## src/rtl/regfile_write_arbiter_pkg.sv

```systemverilog
// Shared constants and the output-stage state for the register-file write arbiter.
package regfile_write_arbiter_pkg;

    localparam int           REG_ADDR_W = 4;
    localparam int           NUM_REGS   = 16;
    localparam logic [3:0]   PC_REG     = 4'd15;
    localparam logic         REQ_ALU    = 1'b0;
    localparam logic         REQ_MEM    = 1'b1;

    typedef enum logic [1:0] {
        ST_IDLE,
        ST_WRITE,
        ST_STALL
    } wr_state_e;

    // The output stage carries no state encoding of its own: valid flop plus stall says it all.
    function automatic wr_state_e wr_state(input logic valid, input logic stall);
        if (!valid)     return ST_IDLE;
        else if (stall) return ST_STALL;
        else            return ST_WRITE;
    endfunction

endpackage

```

## src/rtl/regfile_write_arbiter_if.sv

```systemverilog
// Requester handshakes plus the registered register-file write port.
interface regfile_write_arbiter_if
    import regfile_write_arbiter_pkg::*;
#(
    parameter int DATA_W = 32
);
    logic                  req0_valid;
    logic [REG_ADDR_W-1:0] req0_addr;
    logic [DATA_W-1:0]     req0_data;
    logic                  req0_ready;
    logic                  req1_valid;
    logic [REG_ADDR_W-1:0] req1_addr;
    logic [DATA_W-1:0]     req1_data;
    logic                  req1_ready;
    logic                  wr_stall;
    logic                  wr_valid;
    logic [REG_ADDR_W-1:0] wr_addr;
    logic [DATA_W-1:0]     wr_data;
    logic [NUM_REGS-1:0]   wr_en;
    logic [NUM_REGS-1:0]   busy;
    logic                  drop;

    modport master (
        output req0_valid, req0_addr, req0_data, req1_valid, req1_addr, req1_data, wr_stall,
        input  req0_ready, req1_ready, wr_valid, wr_addr, wr_data, wr_en, busy, drop
    );

    modport slave (
        input  req0_valid, req0_addr, req0_data, req1_valid, req1_addr, req1_data, wr_stall,
        output req0_ready, req1_ready, wr_valid, wr_addr, wr_data, wr_en, busy, drop
    );

endinterface

```

## src/rtl/regfile_write_arbiter_decoder.sv

```systemverilog
// 4-to-16 one-hot decoder.
module decoder4to16
    import regfile_write_arbiter_pkg::*;
(
    input  logic [REG_ADDR_W-1:0] a_i,
    output logic [NUM_REGS-1:0]   y_o
);

    assign y_o = NUM_REGS'(1) << a_i;

endmodule

```

## src/rtl/regfile_write_arbiter.sv

```systemverilog
// Round-robin arbiter sharing one register-file write port between ALU and load writeback.
module regfile_write_arbiter
    import regfile_write_arbiter_pkg::*;
#(
    parameter int DATA_W      = 32,
    parameter bit PROTECT_R15 = 1'b1
) (
    input  logic                    clk,
    input  logic                    reset,
    regfile_write_arbiter_if.slave  bus
);

    wr_state_e             state;
    logic                  can_accept;
    logic                  contested;
    logic                  gnt0;
    logic                  gnt1;
    logic                  any_gnt;
    logic                  sel_is_pc;
    logic [REG_ADDR_W-1:0] sel_addr;
    logic [DATA_W-1:0]     sel_data;
    logic [NUM_REGS-1:0]   dec;

    logic                  rr_q, rr_d;
    logic                  wr_valid_q, wr_valid_d;
    logic                  drop_q, drop_d;
    logic [REG_ADDR_W-1:0] wr_addr_q, wr_addr_d;
    logic [DATA_W-1:0]     wr_data_q, wr_data_d;

    assign state      = wr_state(wr_valid_q, bus.wr_stall);
    assign can_accept = !reset && (state != ST_STALL);
    assign contested  = bus.req0_valid && bus.req1_valid;
    assign gnt0       = can_accept && bus.req0_valid && (!contested || rr_q == REQ_ALU);
    assign gnt1       = can_accept && bus.req1_valid && (!contested || rr_q == REQ_MEM);
    assign any_gnt    = gnt0 || gnt1;
    assign sel_addr   = gnt1 ? bus.req1_addr : bus.req0_addr;
    assign sel_data   = gnt1 ? bus.req1_data : bus.req0_data;
    assign sel_is_pc  = PROTECT_R15 && (sel_addr == PC_REG);

    always_comb begin
        rr_d       = rr_q;
        wr_valid_d = wr_valid_q;
        wr_addr_d  = wr_addr_q;
        wr_data_d  = wr_data_q;
        drop_d     = 1'b0;
        if (any_gnt) begin
            if (contested) rr_d = gnt0 ? REQ_MEM : REQ_ALU;
            // A protected PC write still handshakes; it just never reaches the port.
            if (sel_is_pc) begin
                wr_valid_d = 1'b0;
                drop_d     = 1'b1;
            end else begin
                wr_valid_d = 1'b1;
                wr_addr_d  = sel_addr;
                wr_data_d  = sel_data;
            end
        end else if (state == ST_WRITE) begin
            wr_valid_d = 1'b0;
        end
    end

    always_ff @(posedge clk) begin
        if (reset) begin
            rr_q       <= REQ_ALU;
            wr_valid_q <= 1'b0;
            wr_addr_q  <= '0;
            wr_data_q  <= '0;
            drop_q     <= 1'b0;
        end else begin
            rr_q       <= rr_d;
            wr_valid_q <= wr_valid_d;
            wr_addr_q  <= wr_addr_d;
            wr_data_q  <= wr_data_d;
            drop_q     <= drop_d;
        end
    end

    decoder4to16 u_dec (
        .a_i (wr_addr_q),
        .y_o (dec)
    );

    assign bus.req0_ready = gnt0;
    assign bus.req1_ready = gnt1;
    assign bus.wr_valid   = wr_valid_q;
    assign bus.wr_addr    = wr_addr_q;
    assign bus.wr_data    = wr_data_q;
    assign bus.wr_en      = dec & {NUM_REGS{wr_valid_q}};
    assign bus.busy       = dec & {NUM_REGS{wr_valid_q}};
    assign bus.drop       = drop_q;

endmodule

```

## src/flat_wrapper.sv

```systemverilog
// flat-port wrapper written by rule: the top's interface ports become plain ports
module regfile_write_arbiter_flat import regfile_write_arbiter_pkg::*;
#(
    parameter int DATA_W      = 32,
    parameter bit PROTECT_R15 = 1'b1
)
  (clk, reset, bus_req0_valid, bus_req0_addr, bus_req0_data, bus_req1_valid, bus_req1_addr, bus_req1_data, bus_wr_stall, bus_req0_ready, bus_req1_ready, bus_wr_valid, bus_wr_addr, bus_wr_data, bus_wr_en, bus_busy, bus_drop);
  regfile_write_arbiter_if #(.DATA_W(DATA_W)) bus_i ();
  input  logic clk;
  input  logic reset;
  input wire logic [$bits(bus_i.req0_valid)-1:0] bus_req0_valid;
  input wire logic [$bits(bus_i.req0_addr)-1:0] bus_req0_addr;
  input wire logic [$bits(bus_i.req0_data)-1:0] bus_req0_data;
  input wire logic [$bits(bus_i.req1_valid)-1:0] bus_req1_valid;
  input wire logic [$bits(bus_i.req1_addr)-1:0] bus_req1_addr;
  input wire logic [$bits(bus_i.req1_data)-1:0] bus_req1_data;
  input wire logic [$bits(bus_i.wr_stall)-1:0] bus_wr_stall;
  output wire logic [$bits(bus_i.req0_ready)-1:0] bus_req0_ready;
  output wire logic [$bits(bus_i.req1_ready)-1:0] bus_req1_ready;
  output wire logic [$bits(bus_i.wr_valid)-1:0] bus_wr_valid;
  output wire logic [$bits(bus_i.wr_addr)-1:0] bus_wr_addr;
  output wire logic [$bits(bus_i.wr_data)-1:0] bus_wr_data;
  output wire logic [$bits(bus_i.wr_en)-1:0] bus_wr_en;
  output wire logic [$bits(bus_i.busy)-1:0] bus_busy;
  output wire logic [$bits(bus_i.drop)-1:0] bus_drop;
  assign bus_i.req0_valid = bus_req0_valid;
  assign bus_i.req0_addr = bus_req0_addr;
  assign bus_i.req0_data = bus_req0_data;
  assign bus_i.req1_valid = bus_req1_valid;
  assign bus_i.req1_addr = bus_req1_addr;
  assign bus_i.req1_data = bus_req1_data;
  assign bus_i.wr_stall = bus_wr_stall;
  assign bus_req0_ready = bus_i.req0_ready;
  assign bus_req1_ready = bus_i.req1_ready;
  assign bus_wr_valid = bus_i.wr_valid;
  assign bus_wr_addr = bus_i.wr_addr;
  assign bus_wr_data = bus_i.wr_data;
  assign bus_wr_en = bus_i.wr_en;
  assign bus_busy = bus_i.busy;
  assign bus_drop = bus_i.drop;
  regfile_write_arbiter #(.DATA_W(DATA_W), .PROTECT_R15(PROTECT_R15)) u_core (.clk(clk), .reset(reset), .bus(bus_i));
endmodule
```

## config.mk

```make
export PLATFORM = sky130hd
export DESIGN_NAME = regfile_write_arbiter_flat
export DESIGN_NICKNAME = d
export VERILOG_FILES = /design/src/rtl/regfile_write_arbiter_pkg.sv /design/src/rtl/regfile_write_arbiter_if.sv /design/src/rtl/regfile_write_arbiter_decoder.sv /design/src/rtl/regfile_write_arbiter.sv /design/src/flat_wrapper.sv
export SDC_FILE = /design/constraint.sdc
export NUM_CORES = 1
export LEC_CHECK = 0
export ABC_CLOCK_PERIOD_IN_PS = 1600
export CAP_MARGIN = 20
export CORE_MARGIN = 1.5
export CORE_UTILIZATION = 30
export DETAILED_ROUTE_END_ITERATION = 6
export GPL_ROUTABILITY_DRIVEN = 0
export PLACE_DENSITY = 0.68
export REMOVE_ABC_BUFFERS = 1
export SLEW_MARGIN = 10
export SYNTH_ARGS = -nofsm -noshare
export SYNTH_HDL_FRONTEND = slang
export SYNTH_SLANG_ARGS = --single-unit
```

## constraint.sdc

```tcl
create_clock -name clk -period 1.6 [get_ports clk]
set_input_delay 0.32 -clock clk [delete_from_list [all_inputs] [get_ports clk]]
set_output_delay 0.32 -clock clk [all_outputs]
set_load 0.03 [all_outputs]
```

# == After elaboration in Yosys (flattened, before gate mapping) ==
# Cells that the tools add are included.
# W data, S select, Z words.
# word_totals
mem_bits_rw,0
memories,0
wordCells,37
latchBits,0
rom_bits,0
in_bits,77
regBits,39
output_inout_bits,72
# classes
div,0
n_eq_ne,3
n_addsub,0
n_mul,0
n_reduce_logical,15
bitwise_logic,4
order_cmp,0
muxes,9
n_shift,1
# ops
cell,n
$mux W32,1
$and A16 B16 Y16,1
$shl A1 B4 Y16 const A,1
$logic_and A1 B1 Y1,6
$mux W1,5
$eq A4 B4 Y1 const B,1
$mux W2,2
$mux W4,1
$reduce_and A2 Y1,2
$logic_or A1 B1 Y1,3
$not A1 Y1,3
$eq A2 B1 Y1 const B,1
$logic_not A1 Y1,2
$ne A2 B2 Y1 const B,1
$reduce_bool A2 Y1,1
$reduce_or A2 Y1,1

# == Logic depth before layout (Yosys ltp) ==
# logic_depth
word_depth,10
mapped_depth,6
ltp_nobuf,4

# == Hierarchy ==
# From an unflattened synthesis, not the netlist that was laid out.
# hier_totals
hier_cells,305
hier_area_um2,2881.5
# modules_own_cells
mod,seq_area_each_um2,instances,cells_each,area_each_um2
regfile_write_arbiter,780.7,1,285,2655.0
decoder4to16,0.0,1,20,226.5

# == Worst setup path before layout ==
# No wires, ideal clock.
# synth_path
path_kind,flip-flop to output port
start,reg u_core.wr_valid_q (netlist: u_core.bus.wr_valid)
end,out bus_wr_en[12]
setup_slack_ps,-575
stages_incl_launch_ff,4
required_time_ps,1280
n_path_buf,1
arrival_ps,1855
cell_sequence,dfxtp_1 nand3_1 nor3_1 buf_4
# synth_between
elab_chain_len,1
# synth_rtl
element,line,source
start: declaration,regfile_write_arbiter.sv:25,"logic wr_valid_q, wr_valid_d;"
start signal: assignment,regfile_write_arbiter.sv:71,wr_valid_q <= wr_valid_d;
$and A16 B16 Y16,-,
end: declaration,flat_wrapper.sv:23,output wire logic [$bits(bus_i.wr_en)-1:0] bus_wr_en;
# Every way passes these cells.

# == Final worst setup path ==
# layout_path
start,reg u_core.wr_valid_q (netlist: u_core.bus.wr_valid)
end,out bus_wr_en[8]
# layout_between
elab_chain_len,1
# layout_rtl
element,line,source
$and A16 B16 Y16,regfile_write_arbiter.sv:88,assign bus.wr_en = dec & {NUM_REGS{wr_valid_q}};
# Every way passes these cells.

==> results.py <==
metrics = {
    "drt": {
        "drt_wl_total_um": 8390,
        "vias": 2645,
        "drt_iter0_markers": 64,
        "vias_per_cell": 4.82,
        "ant_nets": 0,
        "route.detailed.drc": 0,
        "drtPass1Iterations": 4,
        "wl_per_cell_um": 15.3,
    },
    "global_route": {
        "grt.overflow.total": 0,
        "grt_use_total_pct": 16.3,
        "grt_pass1_vias": 2671,
        "antenna_found_initial": 0,
        "grt_first_pass_wirelength_um": 12600,
        "grt_max_degree": 37,
    },
    "worst_setup_path": {
        "critPathArrivalTime_ns": 1.33,
        "start_kind": "register",
        "critical_path_required_ns": 1.28,
        "crit_type": "register to output pin",
        "endpoint_kind": "output pin",
        "cp_max_fo": 4,
    },
    "synth": {
        "synth_top_area_share_pct": 29.7,
        "synth_area_leaders": "dfxtp_1, a221oi_2, mux2_4, nor2_1, buf_4",
        "synth-seq-cells": 39,
        "synth.largest_area_cell": "dfxtp_1",
        "ys_seq_area_share_pct": 29.7,
        "yosysUniqueCellTypes": 27,
        "yosys_warnings": 0,
        "synthCells": 291,
        "syn_area_um2": 2630,
        "syn_avg_cell_area_um2": 9.03,
    },
    "clock_tree": {
        "htreeDepth": 2,
        "clk_latency_ns": 0.29,
        "cts.path.max_buffers": 2,
        "cts_buffers": 5,
        "ctsRootBufferMaster": "clkbuf_8",
        "cts_tree": "built",
        "clkTransAtPathRegs_ns": 0.07,
        "clock-sinks": 39,
    },
    "floorplanning": {
        "die_area_um2": 9330,
        "die_w_um": 96.6,
        "core-area_um2": 8340,
        "initial_core_util_pct": 31.5,
        "die_h_um": 96.6,
        "io_pins": 149,
        "rows": 33,
    },
    "place": {
        "place_hpwl_um": 5930,
        "placed_cells": 528,
        "port_buffers": 148,
    },
    "flow_run": {
        "cap_violations": 0,
    },
    "final_layout": {
        "fin_util_pct": 56.9,
        "n_antenna_cell": 0,
        "final_cells": 549,
        "fillers": 751,
        "finalNetCount": 520,
        "synthToLayoutAreaGrowth_pct": 80.4,
        "drive_gt1_share_pct": 41.4,
    },
    "outcome": {
        "violations": "negative setup slack",
        "status": "finished with violations",
    },
    "sta": {
        "drv_slew": 0,
        "finalCritPeriodShare_pct": 103,
        "fin_crit_ns": 1.65,
        "rsz0062_at_grt": "yes",
        "worst_pin_slew_ns": 0.625,
        "setup_slack_ns": -0.0515,
        "slew_headroom_pct": 58.3,
        "max_freq_mhz": 606,
        "fin_worst_hold_slack_ns": 0.308,
        "finalSetupViolCount": 19,
        "hold_viol_final": 0,
        "skew_ns": 0.00711,
    },
    "pwr": {
        "powerDensity_nw_per_um2": 630,
        "p_leak_nw": 2.16,
        "vdd_drop_max_uv": 278,
    },
    "worst_hold_path": {
        "min_path_type": "primary input to register",
    },
}
-- critical path, stage by stage, from the launching register on --
cell and delay (ns):
dfxtp_4 0.37, buf_6 0.13, nand3_2 0.16, nor3_4 0.19, buf_4 0.19
-- area by class of cell --
| class | instances | area (um^2) | area share (%) |
|---|---|---|---|
| sequential | 39 | 792 | 16.7 |
| inverter | 37 | 144 | 3.03 |
| clock buffer | 7 | 76.3 | 1.61 |
| tap | 105 | 131 | 2.77 |
| clock inverter | 1 | 5.00 | 0.106 |
| multi-input combinational | 177 | 1690 | 35.7 |
| timing repair buffer | 183 | 1900 | 40.1 |
-- registers in the layout (all words and copies together), names as in the netlist --
register             flops
u_core.rr_q              1
u_core.bus.wr_addr       4
u_core.bus.wr_valid      1
u_core.bus.drop          1
u_core.bus.wr_data      32
-- routing by layer --
layer	vias up	wire length, um	track usage (%)
met5	-	0	0
met4	0	59	3.01
met3	7	592	4.99
met2	103	4470	32.4
met1	1250	3260	16.5
li1	1285	-	-
-- metrics by stage --
step | setup TNS, ns | total power [mW] | instance area, um^2 | worst slack [ns]
after CTS | -1.50 | 2.93 | 4370 | -0.0990
after detailed placement | -13.99 | 2.28 | 4130 | -0.404
final | -0.355 | 2.99 | 4740 | -0.0515
after global routing | -2.76 | 3.15 | 4740 | -0.121
after global placement | -12.39 | 2.26 | 4130 | -0.341
after floorplan | -75.10 | 1.72 | 2380 | -1.61
-- cells in the mapped netlist (all sizes together) --
master	count
a221oi	36
nand4	2
nand3	7
a21oi	2
inv	37
nor3	4
nand2b	1
xor2	1
a21boi	1
and4	2
nand2	5
buf	35
a31o	1
dfxtp	39
mux2	32
mux2i	4
clkbuf	3
nor2	77
and3	1
o21a	1
-- cells by family (layout without fill, tap and decap cells) --
group	count (synthesis)	in the layout	share of synthesized area (%)
compound gates	41	41	19.9
xor+xnor	1	1	0.333
mux	36	36	18.8
buf+inv	75	228	14.8
flops	39	39	29.7
simple gates	99	99	16.4
-- power by group --
part,switching [mW],internal (mW)
combinational,0.618,0.618
sequential,0.0531,1.06
clock,0.335,0.306
total,1.01,1.98
-- repair_timing --
action                                 in CTS  in global routing
endpoints found under the hold margin       0                  0
gates resized for setup                    86                 52
gates cloned                                0                  6
pin swaps                                   7                 22
hold buffers                                0                  0
setup endpoints to repair                 107                 70
setup buffers                               4                  3
-- worst paths after layout --
path	from	endpoint	slack, ns	depth (start not counted)
worst max-delay path	u_core.bus.wr_valid	bus_wr_en[8]	-0.05	4
worst min-delay path	reset	u_core.rr_q	0.31	2
worst max register to register	u_core.bus.wr_valid	u_core.bus.wr_data[11]	-0.02	6
worst min register to register	u_core.bus.wr_data[5]	u_core.bus.wr_data[5]	0.46	2
-- placed cells by master, fill, tap and decap left out, drive strengths merged, types with 7 or more instances in the layout --
cell type	instances
nor2	77
dlymetal6s2s	9
buf	65
clkdlybuf4s50	64
nand3	7
dlygate4sd2	39
clkbuf	12
a221oi	36
mux2	32
inv	36
dfxtp	39
No activity file was read; power rests on OpenSTA's default activity.
